`config.mk`:
```
export PLATFORM = sky130hd
export DESIGN_NAME = sfifo
export DESIGN_NICKNAME = d
export VERILOG_FILES = /design/src/rtl/sfifo.sv
export SDC_FILE = /design/constraint.sdc
export NUM_CORES = 1
export LEC_CHECK = 0
export ABC_AREA = 1
export CAP_MARGIN = 30
export CORE_MARGIN = 2
export CORE_UTILIZATION = 60
export CTS_CLUSTER_SIZE = 30
export DETAILED_ROUTE_END_ITERATION = 10
export PLACE_DENSITY = 0.83
export SYNTH_ARGS = -nofsm -noshare
export SYNTH_HDL_FRONTEND = slang
export SYNTH_SLANG_ARGS = --single-unit
```
`constraint.sdc`:
```
create_clock -name clk -period 6.8 [get_ports clk]
set_clock_uncertainty 0.15 [all_clocks]
set_input_delay 0.68 -clock clk [delete_from_list [all_inputs] [get_ports clk]]
set_output_delay 0.68 -clock clk [all_outputs]
set_load 0.03 [all_outputs]
```
`src/rtl/sfifo.sv`:
```
// sfifo: single-clock synchronous FIFO with selectable first-word-fall-through
// (FWFT) or registered-read output, almost-full/almost-empty thresholds,
// synchronous flush, sticky error flags and an exact occupancy count.
//
// Ports:
//   clk        clock, all logic on the rising edge
//   reset      synchronous active-high reset (priority over everything)
//   flush      synchronous discard of all contents
//   we, d      write request and write data
//   wfull      count == DEPTH
//   wafull     count >= AFN
//   re         read request / pop
//   q          read data (FWFT: head entry; registered: data of last pop)
//   rvalid     FWFT: ~rempty; registered: one-cycle pulse per accepted read
//   rempty     count == 0
//   raempty    count <= AEN
//   count      occupancy, 0..DEPTH
//   overflow   sticky, write attempted while full
//   underflow  sticky, read attempted while empty
module sfifo #(
   parameter int AW   = 4,
   parameter int DW   = 32,
   parameter int AFN  = (2 ** AW) - 2,
   parameter int AEN  = 1,
   parameter int FWFT = 1
) (
   input  logic          clk,
   input  logic          reset,
   input  logic          flush,
   input  logic          we,
   input  logic [DW-1:0] d,
   output logic          wfull,
   output logic          wafull,
   input  logic          re,
   output logic [DW-1:0] q,
   output logic          rvalid,
   output logic          rempty,
   output logic          raempty,
   output logic [AW:0]   count,
   output logic          overflow,
   output logic          underflow
);

   localparam int          DEPTH   = 1 << AW;
   localparam logic [AW:0] DEPTH_C = {1'b1, {AW{1'b0}}};
   localparam logic [AW:0] AFN_C   = (AW + 1)'(AFN);
   localparam logic [AW:0] AEN_C   = (AW + 1)'(AEN);

   logic [DW-1:0] mem [DEPTH];
   logic [AW-1:0] wptr;
   logic [AW-1:0] rptr;
   logic [AW-1:0] rptr_inc;
   logic [AW:0]   count_nxt;
   logic          wt;
   logic          rd;

   // Flags come from the count register only, so no input reaches an output
   // combinationally.
   assign wfull   = (count == DEPTH_C);
   assign wafull  = (count >= AFN_C);
   assign rempty  = (count == '0);
   assign raempty = (count <= AEN_C);

   // Acceptance uses the start-of-cycle flags: a simultaneous read does not
   // make room for a write to a full FIFO, and vice versa for empty.
   assign wt       = we & ~wfull;
   assign rd       = re & ~rempty;
   assign rptr_inc = rptr + 1'b1;

   always_comb begin
      count_nxt = count;
      if (wt && !rd)
         count_nxt = count + 1'b1;
      else if (rd && !wt)
         count_nxt = count - 1'b1;
   end

   // Storage is not reset; contents behind the pointers are never observed.
   always_ff @(posedge clk) begin
      if (!reset && !flush && wt)
         mem[wptr] <= d;
   end

   always_ff @(posedge clk) begin
      if (reset) begin
         wptr      <= '0;
         rptr      <= '0;
         count     <= '0;
         q         <= '0;
         rvalid    <= 1'b0;
         overflow  <= 1'b0;
         underflow <= 1'b0;
      end else if (flush) begin
         // q intentionally holds; only the bookkeeping is discarded.
         wptr      <= '0;
         rptr      <= '0;
         count     <= '0;
         rvalid    <= 1'b0;
         overflow  <= 1'b0;
         underflow <= 1'b0;
      end else begin
         if (wt)
            wptr <= wptr + 1'b1;
         if (rd)
            rptr <= rptr_inc;
         count     <= count_nxt;
         overflow  <= overflow  | (we & wfull);
         underflow <= underflow | (re & rempty);
         if (FWFT != 0) begin
            // q is a registered copy of the head entry. After a pop the new
            // head is the next slot, unless that slot is being written this
            // very cycle (FIFO held one entry), in which case it is d.
            rvalid <= (count_nxt != '0);
            if (rd) begin
               if (wt && (wptr == rptr_inc))
                  q <= d;
               else
                  q <= mem[rptr_inc];
            end else if (wt && rempty) begin
               q <= d;
            end
         end else begin
            rvalid <= rd;
            if (rd)
               q <= mem[rptr];
         end
      end
   end

endmodule

```
### Word level (Yosys, flattened, before mapping)

Memories as Yosys holds them, arrays and structs flattened.
Cells that the tools add are included.

| storage, ports and cells | value |
|---|---|
| register bits | 48 |
| bits in latches | 0 |
| bits in writable memories | 512 |
| ROM bits | 0 |
| bits of input ports | 37 |
| output and inout bits | 44 |
| word-level logic and storage cells | 47 |
| memories kept | 1 |

| cells by class | value |
|---|---|
| add/sub/neg operators | 4 |
| multiply operators | 0 |
| div/mod/pow operators | 0 |
| order comparisons | 2 |
| equality and inequality tests | 2 |
| shift operators | 0 |
| mux-type cells | 7 |
| bitwise gates (word level) | 9 |
| reductions and logical operators | 15 |

Memory list:

| name | depth | bits a word | read ports | clocked after Yosys merged registers in | write ports | line | source |
|---|---|---|---|---|---|---|---|
| mem | 16 | 32 | 1 | 0 | 1 | 49 | `logic [DW-1:0] mem [DEPTH];` |

Operators with widths:

| operator | count |
|---|---|
| 32-bit two-way mux | 3 |
| 5-bit two-way mux | 2 |
| 4-bit by 1-bit adder with 4-bit output, second input constant | 2 |
| 1-bit logical AND | 6 |
| 5-bit by 1-bit adder with 5-bit output, second input constant | 1 |
| 5-bit equality test, second input constant | 1 |
| 5-bit by 4-bit >= comparator with 1-bit output, second input constant | 1 |
| 5-bit by 1-bit <= comparator with 1-bit output, second input constant | 1 |
| 5-bit logical NOT | 1 |
| 5-bit nonzero test | 1 |
| 5-bit by 1-bit subtractor with 5-bit output, second input constant | 1 |
| 1-bit AND | 4 |
| 4-bit equality test | 1 |
| 1-bit logical NOT | 4 |
| 1-bit NOT | 3 |
| 1-bit two-way mux | 2 |
| 1-bit OR | 2 |
| 2-bit AND reduction | 1 |
| 2-bit nonzero test | 1 |
| 2-bit OR reduction | 1 |

### Longest topological paths before layout

| depth | value |
|---|---|
| depth after elaboration | 8 |
| gate-level depth with buffers | 14 |
| mapped depth without buffers | 13 |

### Worst setup path after synthesis

No wires, ideal clock.

| path | value |
|---|---|
| kind | flip-flop to flip-flop |
| start | reg count[0] |
| end | mem mem[3][0], enable pin |
| library setup time | 0.461 ns |
| arrival | 3.582 ns |
| required time | 6.189 ns |
| setup slack | 2.607 ns |
| cell stages (with the launch flop) | 8 |
| path buffers | 0 |
| clock period less this slack | 4.193 ns |
| cells stage by stage | dfxtp_1 -> inv_1 -> ha_1 -> nand3_2 -> nand2_4 -> inv_4 -> nand2_1 -> nor3_1 |

| on the way | value |
|---|---|
| cells in the longest elaborated chain, start to end | 6 |

Ends and longest elaborated chain:

| item | line | source |
|---|---|---|
| from (decl) | 39 | `output logic [AW:0] count,` |
| from (signal assigned) | 106 | `count <= count_nxt;` |
| 5-bit equality test | 59 | `assign wfull = (count == DEPTH_C);` |
| 1-bit NOT | 66 | `assign wt = we & ~wfull;` |
| 1-bit AND | 66 |  |
| 1-bit logical AND | 80 | `if (!reset && !flush && wt)` |
| 1-bit two-way mux | 80 |  |
| 1-bit two-way mux (implied by the code) | 81 | `mem[wptr] <= d;` |
| to (decl) | 49 |  |

No other way between the ends.

### Final worst setup path

| path | value |
|---|---|
| start | in reset |
| end | mem mem[14][22], enable pin |

| on the way | value |
|---|---|
| cells in the longest elaborated chain, start to end | 5 |

Ends and longest elaborated chain:

| item | line | source |
|---|---|---|
| from (decl) | 28 | `input logic reset,` |
| 1-bit logical NOT | 80 |  |
| 1-bit logical AND (2 in series) | 80 |  |
| 1-bit two-way mux | 80 |  |
| 1-bit two-way mux (implied by the code) | 81 |  |

No other way between the ends.

==> summary.txt <==
xor/xnor cell area share of the yosys netlist = 0.0726%
Buf+Inv Stages, Crit Path = 3
final setup vio count = 0
worst min path class = register to register
WL met1 = 21,200 um
post-synthesis mux area share = 0%
startpoint types = input pin
Routed Wire Length = 55,900 um
CP most frequent cell = nor2_1
Max Cap Viol = 0
worst hold path startpoint = underflow
main combinational cell family by area after synthesis = simple AND/OR/NAND/NOR gates
Slew @ Worst Pin = 1.02 ns
top post-synthesis cells by count = nand2_1 (700), edfxtp_1 (512), inv_1 (346), nand3_1 (337), nor2_1 (147)
initial antenna violation count = 0
Netlist Area Pre-Place = 0.0241 mm^2
Reg-to-Reg Start = rptr[1]
io pins = 81
gr usage total = 27.0%
Final Hold Fails = 0
Mean Syn Cell Area = 10.1 um^2
# rows = 73
ranking of synthesized cells by area = edfxtp_1 (64%), nand2_1 (11%), nand3_1 (7.0%)
clk_lat worst skew = 0.58 ns
crit-path leading delay family = simple AND/OR/NAND/NOR gates
Worst VDD drop = 0.186 mV
CTS Buf Count = 53
P per Cell Area = 268 mW/mm^2
WL met3 = 5130 um
Mapped Cells = 2,388
Synth Flop Type = edfxtp_1
fraction of layout cells with a size suffix above 1 = 5.93%
post-synth top area cell = edfxtp_1
HPWL after DPL = 31,400 um
Max-slew headroom = 31.9%
Yosys reg bits = 560
Residual DRC = 0
Post-synth EDFFs = 512
P_leak = 11.1 nW
Seq/Total Area, Yosys = 67.7%
post-synthesis simple-gate area fraction = 20.7%
fillers = 2,624
Detailed Route Iter0 Violations = 1,885
Worst path slowest cell = clkdlybuf4s50_1
final RePlAce weighted congestion = 0.830
met2 WL = 27,300 um
Yosys cell types = 28
count leader, synth = nand2_1
antenna viol nets, final = 0
post-CTS setup buffers = 0
syn nets = 2,435
Crit path largest cell delay = 0.73 ns
H-tree Lvls = 2
area delta synth->final = 13.4%
YS warnings = 0
crit-path cells = clkdlybuf4s50_1, nor2_1, inv_1, nor2_1, nand2_1, nor2_4, buf_16
Finished Cell Area = 0.0274 mm^2
clk slew on worst S/H paths = 0.06 ns
Post-synth ARST share = 0%
Max clock buf depth = 3
crit path max fanout = 20
fin nets = 2,481
# port buffers = 80
Sink Count = 560
Congestion Overflow GR = 0
Pre-antenna DRT Iters = 7
Cell Area, Placed = 0.0256 mm^2
Die Area = 0.0419 mm^2
RSZ-0062 raised after global routing = false
Root Driver = clkbuf_16
vias in the first global route = 16,900
average wire per standard cell = 18.6 um
Worst Setup SP = reset
crit share post-route = 56.4%
highest routed layer = met4
Die Width = 205 um
first-pass GRT wire length = 87,500 um
vias per cell = 5.66
via count = 17,000
die height = 205 um
CP Capture Type = register
Achievable Freq = 261 MHz
minimum clock period = 3.83 ns
Compound-Gate Fraction of Synth Area = 3.19%
WS Path Type = input pin to register
fin. max-slew vios = 0
WP data required = 6.93 ns
post-CTS sizing = 0
TNS Setup = 0 ns
Starting Density = 60.8%
hold buffer count at cts = 0
core box area = 0.0397 mm^2
largest net degree at the start of global routing = 107
CTS tree = done
synthesized-area fraction occupied by adder cells = 0.518%
Synth top area share = 63.7%
status = complete, no violations
crit path DAT = 3.96 ns
diode count = 0
Hold Slack = 0.306 ns
-- metal layers --
layer,global-route usage (%),up-vias
met3,4.22,178
met2,45.3,953
li1,-,7891
met5,0,-
met4,13.0,0
met1,34.6,7968
-- tightest hold or removal path: cells and delay by family, from the launching register on --
kind / cells / cell delay (ns)
compound gates: 1 / 0.05
buf+inv: 1 / 0.05
flops: 1 / 0.31
-- layout by cell type, fill, tap and decap left out, drive strengths merged, types with 13 or more instances in the layout --
cell type	n
o211ai	21
inv	352
nand3	341
clkbuf	81
clkdlybuf4s50	80
edfxtp	512
buf	34
dfxtp	48
o21ai	84
nor2	149
nand2	703
a21oi	34
clkinv	13
-- stage by stage --
step	utilization (%)	total power [mW]	worst slack, ns	instances
6_report	68.9	7.34	2.97	3003
2_1_floorplan	-	4.29	2.61	2388
5_1_grt	68.9	7.55	2.76	3003
4_1_cts	68.8	7.34	2.55	3001
3_5_place_dp	64.5	4.53	2.42	2902
3_3_place_gp	63.7	4.51	2.44	2890
-- cell families after synthesis --
kind of cell | count (synthesis)
fa+ha+maj | 10
compound gates | 139
simple gates | 1203
flops | 560
buf+inv | 474
xor+xnor | 2
-- flip-flops by register name (all words and copies together), names as in the netlist --
register,count
mem,512
rvalid,1
wptr,4
count,5
rptr,4
underflow,1
q,32
overflow,1
-- final cells by class --
| type | instances | area [um^2] | share of cell area (%) |
|---|---|---|---|
| clock buffers | 81 | 1560 | 5.71 |
| clock inverters | 18 | 124 | 0.452 |
| well taps | 525 | 657 | 2.40 |
| inverters | 351 | 1330 | 4.85 |
| multi-input cells | 1354 | 6040 | 22.0 |
| repair buffers | 114 | 1330 | 4.85 |
| flip-flops and latches | 560 | 16300 | 59.7 |
-- worst paths after layout --
check,endpoint,slack [ns],cells past startpoint
worst max-delay path,mem[14][22],2.97,7
worst max register to register,q[4],3.13,12
worst min-delay path,underflow,0.31,2
worst min register to register,underflow,0.31,2
-- power by group --
part / switching, mW / total [mW] / internal (mW)
logic: 0.453 / 0.662 / 0.209
registers: 0.0225 / 3.81 / 3.79
clock network: 1.24 / 2.86 / 1.62
No activity file was read; power rests on OpenSTA's default activity.
